File: src/rtl/demux_striping_n.sv
// Round-robin word striper: packs a serial word stream into LANES-wide stripes
// with valid/ready backpressure, partial-stripe flush and a one-deep pending stripe.
module demux_striping_n #(
  parameter int               WIDTH    = 32,
  parameter int               LANES    = 4,
  parameter int               PTR_W    = $clog2(LANES),
  parameter logic [WIDTH-1:0] PAD_WORD = {WIDTH{1'b0}}
) (
  input  logic                   clk_2f,
  input  logic                   reset_L,
  input  logic [WIDTH-1:0]       data_in,
  input  logic                   valid_in,
  output logic                   ready_in,
  input  logic                   flush_in,
  output logic [LANES*WIDTH-1:0] lanes_out,
  output logic [LANES-1:0]       lane_mask_out,
  output logic                   valid_out,
  input  logic                   ready_out
);

  logic [WIDTH-1:0]       stage [LANES];
  logic [LANES-1:0]       smask;
  logic [PTR_W-1:0]       ptr;
  logic                   stage_full;
  logic [LANES*WIDTH-1:0] pend_lanes;
  logic [LANES-1:0]       pend_mask;

  logic                   acc;
  logic                   close;
  logic                   out_free;
  logic [LANES*WIDTH-1:0] close_lanes;
  logic [LANES-1:0]       close_mask;

  assign ready_in = reset_L & ~stage_full;
  assign acc      = valid_in & ready_in;
  assign out_free = ~valid_out | ready_out;
  assign close    = (acc && ptr == PTR_W'(LANES - 1)) ||
                    (flush_in && (ptr != '0 || acc));

  // Closed stripe as it would look including this cycle's accepted word.
  always_comb begin
    close_lanes = '0;
    close_mask  = '0;
    for (int k = 0; k < LANES; k++) begin
      close_mask[k] = smask[k] | (acc && ptr == PTR_W'(k));
      if (acc && ptr == PTR_W'(k))
        close_lanes[k*WIDTH +: WIDTH] = data_in;
      else if (smask[k])
        close_lanes[k*WIDTH +: WIDTH] = stage[k];
      else
        close_lanes[k*WIDTH +: WIDTH] = PAD_WORD;
    end
  end

  // Stage words are qualified by smask, so they need no reset.
  always_ff @(posedge clk_2f) begin
    if (acc)
      stage[ptr] <= data_in;
  end

  always_ff @(posedge clk_2f) begin
    if (!reset_L) begin
      ptr   <= '0;
      smask <= '0;
    end else if (close) begin
      ptr   <= '0;
      smask <= '0;
    end else if (acc) begin
      ptr        <= ptr + PTR_W'(1);
      smask[ptr] <= 1'b1;
    end
  end

  // A pending stripe always drains before a new close can occur: while
  // stage_full is set nothing is accepted and ptr stays at zero.
  always_ff @(posedge clk_2f) begin
    if (!reset_L) begin
      lanes_out     <= '0;
      lane_mask_out <= '0;
      valid_out     <= 1'b0;
      stage_full    <= 1'b0;
      pend_lanes    <= '0;
      pend_mask     <= '0;
    end else if (stage_full && out_free) begin
      lanes_out     <= pend_lanes;
      lane_mask_out <= pend_mask;
      valid_out     <= 1'b1;
      stage_full    <= 1'b0;
    end else if (close && out_free) begin
      lanes_out     <= close_lanes;
      lane_mask_out <= close_mask;
      valid_out     <= 1'b1;
    end else if (close) begin
      pend_lanes <= close_lanes;
      pend_mask  <= close_mask;
      stage_full <= 1'b1;
    end else if (ready_out) begin
      valid_out <= 1'b0;
    end
  end

endmodule

File: config.mk
export PLATFORM = sky130hd
export DESIGN_NAME = demux_striping_n
export DESIGN_NICKNAME = d
export VERILOG_FILES = /design/src/rtl/demux_striping_n.sv
export SDC_FILE = /design/constraint.sdc
export NUM_CORES = 1
export LEC_CHECK = 0
export ABC_AREA = 1
export BUFFER_PORTS_ARGS = -buffer_cell sky130_fd_sc_hd__buf_2
export CELL_PAD_IN_SITES_DETAIL_PLACEMENT = 1
export CELL_PAD_IN_SITES_GLOBAL_PLACEMENT = 2
export CORE_MARGIN = 1
export CORE_UTILIZATION = 31
export CTS_BUF_LIST = sky130_fd_sc_hd__clkbuf_4 sky130_fd_sc_hd__clkbuf_8
export DETAILED_ROUTE_END_ITERATION = 7
export PLACE_DENSITY = 0.78
export SYNTH_ARGS = -nofsm -noshare
export SYNTH_HDL_FRONTEND = slang
export SYNTH_SLANG_ARGS = --single-unit
export TNS_END_PERCENT = 20
File: constraint.sdc
create_clock -name clk_2f -period 2.42 [get_ports clk_2f]
set_clock_uncertainty 0.15 [all_clocks]
set_input_delay 0.484 -clock clk_2f [delete_from_list [all_inputs] [get_ports clk_2f]]
set_output_delay 0.484 -clock clk_2f [all_outputs]
set_load 0.01 [all_outputs]
* Yosys cells after proc, flatten, opt, wreduce, memory -nomap -nowiden
Memories as Yosys holds them, arrays and structs flattened.
Cells that the tools add are included.
** Storage, ports and cells
- Bits of input ports :: 37
- Memories :: 1
- Flip-flop bits (word level) :: 272
- Word-level logic and storage cells :: 68
- Memory bits (writable) :: 128
** Cells by class
- Order comparisons :: 2
- Bitwise logic cells :: 13
- Add/sub/neg operators :: 1
- Muxes and demuxes :: 20
- Equality and inequality tests :: 4
- Reductions and logical operators :: 19
** Memory list
- stage :: depth 4, bits a word 32, read ports 4, clocked after Yosys merged registers in 0, wr ports 1, RTL line 21 : logic [WIDTH-1:0] stage [LANES];
** Operators with widths (number)
- 2-to-1 mux 128 bit :: 2
- 2-to-1 mux 32 bit :: 8
- logical AND 1 bit :: 8
- 2-to-1 mux 4 bit :: 2
- 2-to-1 mux 1 bit :: 7
- inverter 1 bit :: 5
- bitwise OR 1 bit :: 5
- == test 2 bit (second input constant) :: 2
- bitwise OR 4 bit :: 1
- AND reduction 2 bit :: 2
- nonzero test 2 bit :: 2
- OR reduction 2 bit :: 2
- less-than comparator 2 x 3 -> 1 bit (second input constant) :: 1
- inequality test 3 x 1 -> 1 bit (second input constant) :: 1
- AND reduction 3 bit :: 1
- nonzero test 3 bit :: 1
- adder 2 x 1 -> 2 bit (second input constant) :: 1
- AND 1 bit :: 2
- demux 1 bit (select 2 bit) :: 1
- == test 2 x 1 -> 1 bit (second input constant) :: 1
- greater-or-equal comparator 2 x 1 -> 1 bit (second input constant) :: 1
- logical NOT 2 bit :: 1
- logical OR 1 bit :: 2

* Depth between registers and ports, before layout
- Word-level depth :: 9
- Gate-level depth with buffers :: 11

* Least setup slack after synthesis
Ideal clock, no wire load.
- Path type :: register -> register
- Start point :: register ptr[0]
- End point :: memory stage[2][0] (enable)
- Slack :: 0.027 ns
- Arrival :: 1.857 ns
- Cell stages (with the launch flop) :: 7
- Library setup time :: 0.387 ns
- Buffers on the path :: 2
- Cells stage by stage :: dfxtp_1 inv_1 ha_1 clkbuf_1 nand4_1 clkbuf_1 inv_1
** RTL lines
- start, declared :: RTL line 23 : logic [PTR_W-1:0] ptr;
- start signal, assigned :: RTL line 69 : ptr <= ptr + PTR_W'(1);
- end, declared :: RTL line 21
No word-level cell before the write port.

* Worst setup path after layout
- Start point :: register stage_full
- End point :: output ready_in
** On the way
- Word-level cells in the longest chain between the ends :: 2
** RTL lines
- start, declared :: RTL line 24 : logic stage_full;
- start signal, assigned :: RTL line 81 : stage_full <= 1'b0;
- start signal, assigned :: RTL line 88 : stage_full <= 1'b0;
- start signal, assigned :: RTL line 96 : stage_full <= 1'b1;
- inverter 1 bit :: RTL line 34 : assign ready_in = reset_L & ~stage_full;
- AND 1 bit :: RTL line 34
- end, declared :: RTL line 13 : output logic ready_in,
Every way passes these cells.

==> key figures <==
Run status
  – Status: complete, no violations

Synth
  – Cell count after synthesis: 3037
  – Top cells by area, synth: dfxtp_1 27%, edfxtp_1 19%, nand2_1 17%
  – #FFs+latches synth: 400
  – Synth area leader: dfxtp_1
  – Count of warnings emitted by yosys: 0
  – Register area share after synthesis: 45.38%
  – Syn Nets: 3078
  – Synth cell types: 25
  – Mapped Area: 20470 um2
  – Yosys top cell area share: 26.60%
  – Syn_area_per_cell: 6.740 um2

Pwr
  – Leak: 12.10 nW
  – Worst IR Drop VDD: 0.0003644 V
  – Overall power: 16.53 mW
  – P per Cell Area: 683.0 nW/um2

Setup path
  – R2r setup slk: 0.24 ns
  – Critical path capture point type: primary output
  – R2R cell count: 7
  – Worst r2r src: ptr[0]$_SDFFE_PP0P_
  – CP Launch Type: flip-flop
  – Critical path class: flip-flop to primary output
  – Crit path launch: stage_full$_SDFFE_PP0P_
  – Worst Path Required: 1.79 ns
  – CP arrival: 1.67 ns
  – CP Max Fanout: 46
  – RR Endpoint: pend_lanes[1]$_SDFFE_PN0P_

STA
  – Final Slew Violations: 0
  – Fmax: 0.4336 GHz
  – RSZ-0062 raised after global routing: no
  – Final worst path period need: 2.306 ns
  – Hold Fails Final Rpt: 0
  – Worst-margin pin slew: 0.8705 ns
  – Setup TNS: 0 ns
  – Rel. slew slack: 41.97%
  – Final worst path period share: 95.30%
  – Setup violators final: 0
  – Final Hold Slack: 0.05655 ns

Clock network
  – Num CTS Buffers: 77
  – Sink Count: 400
  – Clk slew on worst S/H paths: 0.07 ns
  – CTS tree: built
  – Root Buffer Master: clkbuf_8
  – H-tree levels: 3
  – Clock buffer depth: 3
  – Worst-Skew Late Latency: 0.68 ns

Global routing
  – GRT Resource Usage Total: 24.30%
  – Initial antenna violation count: 6
  – Vias in the first global route: 20420
  – Largest net degree at the start of global routing: 146
  – First-pass GRT wire length: 123400 um
  – Global route total overflow: 0

Floorplanning
  – I/O pin count: 171
  – Die W: 259.0 um
  – Floorplan row count: 93
  – Core area: 64810 um2
  – Die height: 259.0 um
  – Die ar.: 67070 um2
  – Initial core utilization: 31.58%

Drt
  – Vias per cell: 4.881
  – Final antenna-violating net count: 0
  – Drt pass-1 iters: 5
  – Routed wire per std cell: 19.80 um
  – 1st-iter DRT viols: 1320
  – Detailed-route via count: 19980
  – Drc violations: 0
  – Routed WL: 81050 um

Layout
  – Most common cell after layout, fill and taps aside: nand2_1
  – Nets: 3208
  – Design area: 24210 um2
  – Commonest non-fill, non-tap cells in the layout: 900 x nand2_1, 402 x nor2_1, 387 x inv_1
  – P&R area growth vs syn: 18.25%
  – Fraction of layout instances using a drive strength above 1: 14.29%
  – Util after Layout: 37.35%

Min path
  – Worst min path class: primary input to flip-flop
  – WHS Endpoint: stage[1][0]$_DFFE_PP_
  – Worst Hold Depth: 1
  – Hold Path Origin: data_in[0]

Placement
  – Post-DP Area: 22550 um2
  – RD Place Congestion: 0.8349
  – HPWL after DPL: 52640 um
  – IO buf count: 170

Flow run
  – Number of max-cap violations: 0
[layout make-up]
cell class | count | area [um2]
sequential | 400 | 9290
timing repair buffer | 272 | 1991
tap | 855 | 1070
inverter | 441 | 1663
clock inverter | 18 | 90.09
antenna | 6 | 15.01
multi-input combinational | 1975 | 8598
fill | 8169 | 40610
clock buffer | 126 | 1490
[flip-flops by register name (all words and copies together) (netlist names)]
register / flops
ptr: 2
valid_out: 1
lanes_out: 128
stage_full: 1
pend_lanes: 128
lane_mask_out: 4
pend_mask: 4
stage: 128
smask: 4
[cell families (layout without fill, tap and decap cells)]
family / after synthesis / in the layout / synth area share [%]
adders and majority gates: 4 / 4 / 0.2445
buffers and inverters: 662 / 857 / 12.83
xor gates and xnor gates: 1 / 1 / 0.04279
other: 0 / 6 / 0
and+or+nand+nor: 1833 / 1833 / 38.16
DFF: 400 / 400 / 45.38
AOI/OAI and AO/OA: 137 / 137 / 3.349
[synthesized netlist by cell type]
cell type / count
a21oi_1: 4
and2_0: 33
and2_1: 41
and3_1: 1
buf_1: 21
buf_2: 63
buf_4: 8
buf_6: 3
clkbuf_1: 125
clkbuf_8: 1
dfxtp_1: 272
edfxtp_1: 128
ha_1: 4
inv_1: 388
inv_2: 53
nand2_1: 900
nand2_2: 1
nand3_1: 319
nand3_2: 1
nand4_1: 132
nor2_1: 403
nor2_2: 2
o21ai_0: 60
o21ai_1: 73
xor2_1: 1
[where the power goes]
group	internal (mW)	total [mW]	switching, mW	leakage [nW]
registers	7.20	7.35	0.150	3.37
logic	0.686	2.15	1.47	7.89
clock network	3.88	7.03	3.14	0.833
total	11.8	16.5	4.76	12.1
[critical path, stage by stage (launching register included)]
cell and delay (ns):
dfxtp_1 0.35, nor2_4 0.18, buf_12 0.24, buf_2 0.19
[layer usage]
| metal | track usage, % | part of all wire (%) | vias to the layer above |
|---|---|---|---|
| li1 | - | - | 9661 |
| met1 | 31.66 | 44 | 9670 |
| met2 | 38.32 | 45 | 500 |
| met3 | 4.784 | 5.9 | 142 |
| met4 | 11.92 | 4.5 | 4 |
| met5 | 0 | 0.032 | - |
[worst max-delay path by stage]
stage / end / depth (start not counted)
detailed placement: smask[1]$_SDFFE_PP0P_ / 4
CTS: ready_in / 3
global route: ready_in / 3
finish: ready_in / 3
global placement: smask[0]$_SDFFE_PP0P_ / 4
floorplan: stage[2][0]$_DFFE_PP_ / 6
[per-stage QoR]
stage / cells / setup slack [ns]
after floorplan: 3037 / 0.02673
after CTS: 4087 / 0.06896
after global placement: 3937 / 0.1202
after detailed placement: 3937 / 0.1155
final: 4093 / 0.1138
after global routing: 4088 / 0.02679
[what timing repair did]
action	in CTS	in global routing
gates resized for setup	0	0
hold buffers	6	0
endpoints found under the hold margin	13	0
setup buffers	0	0
Power figures use the tool's default switching activity.
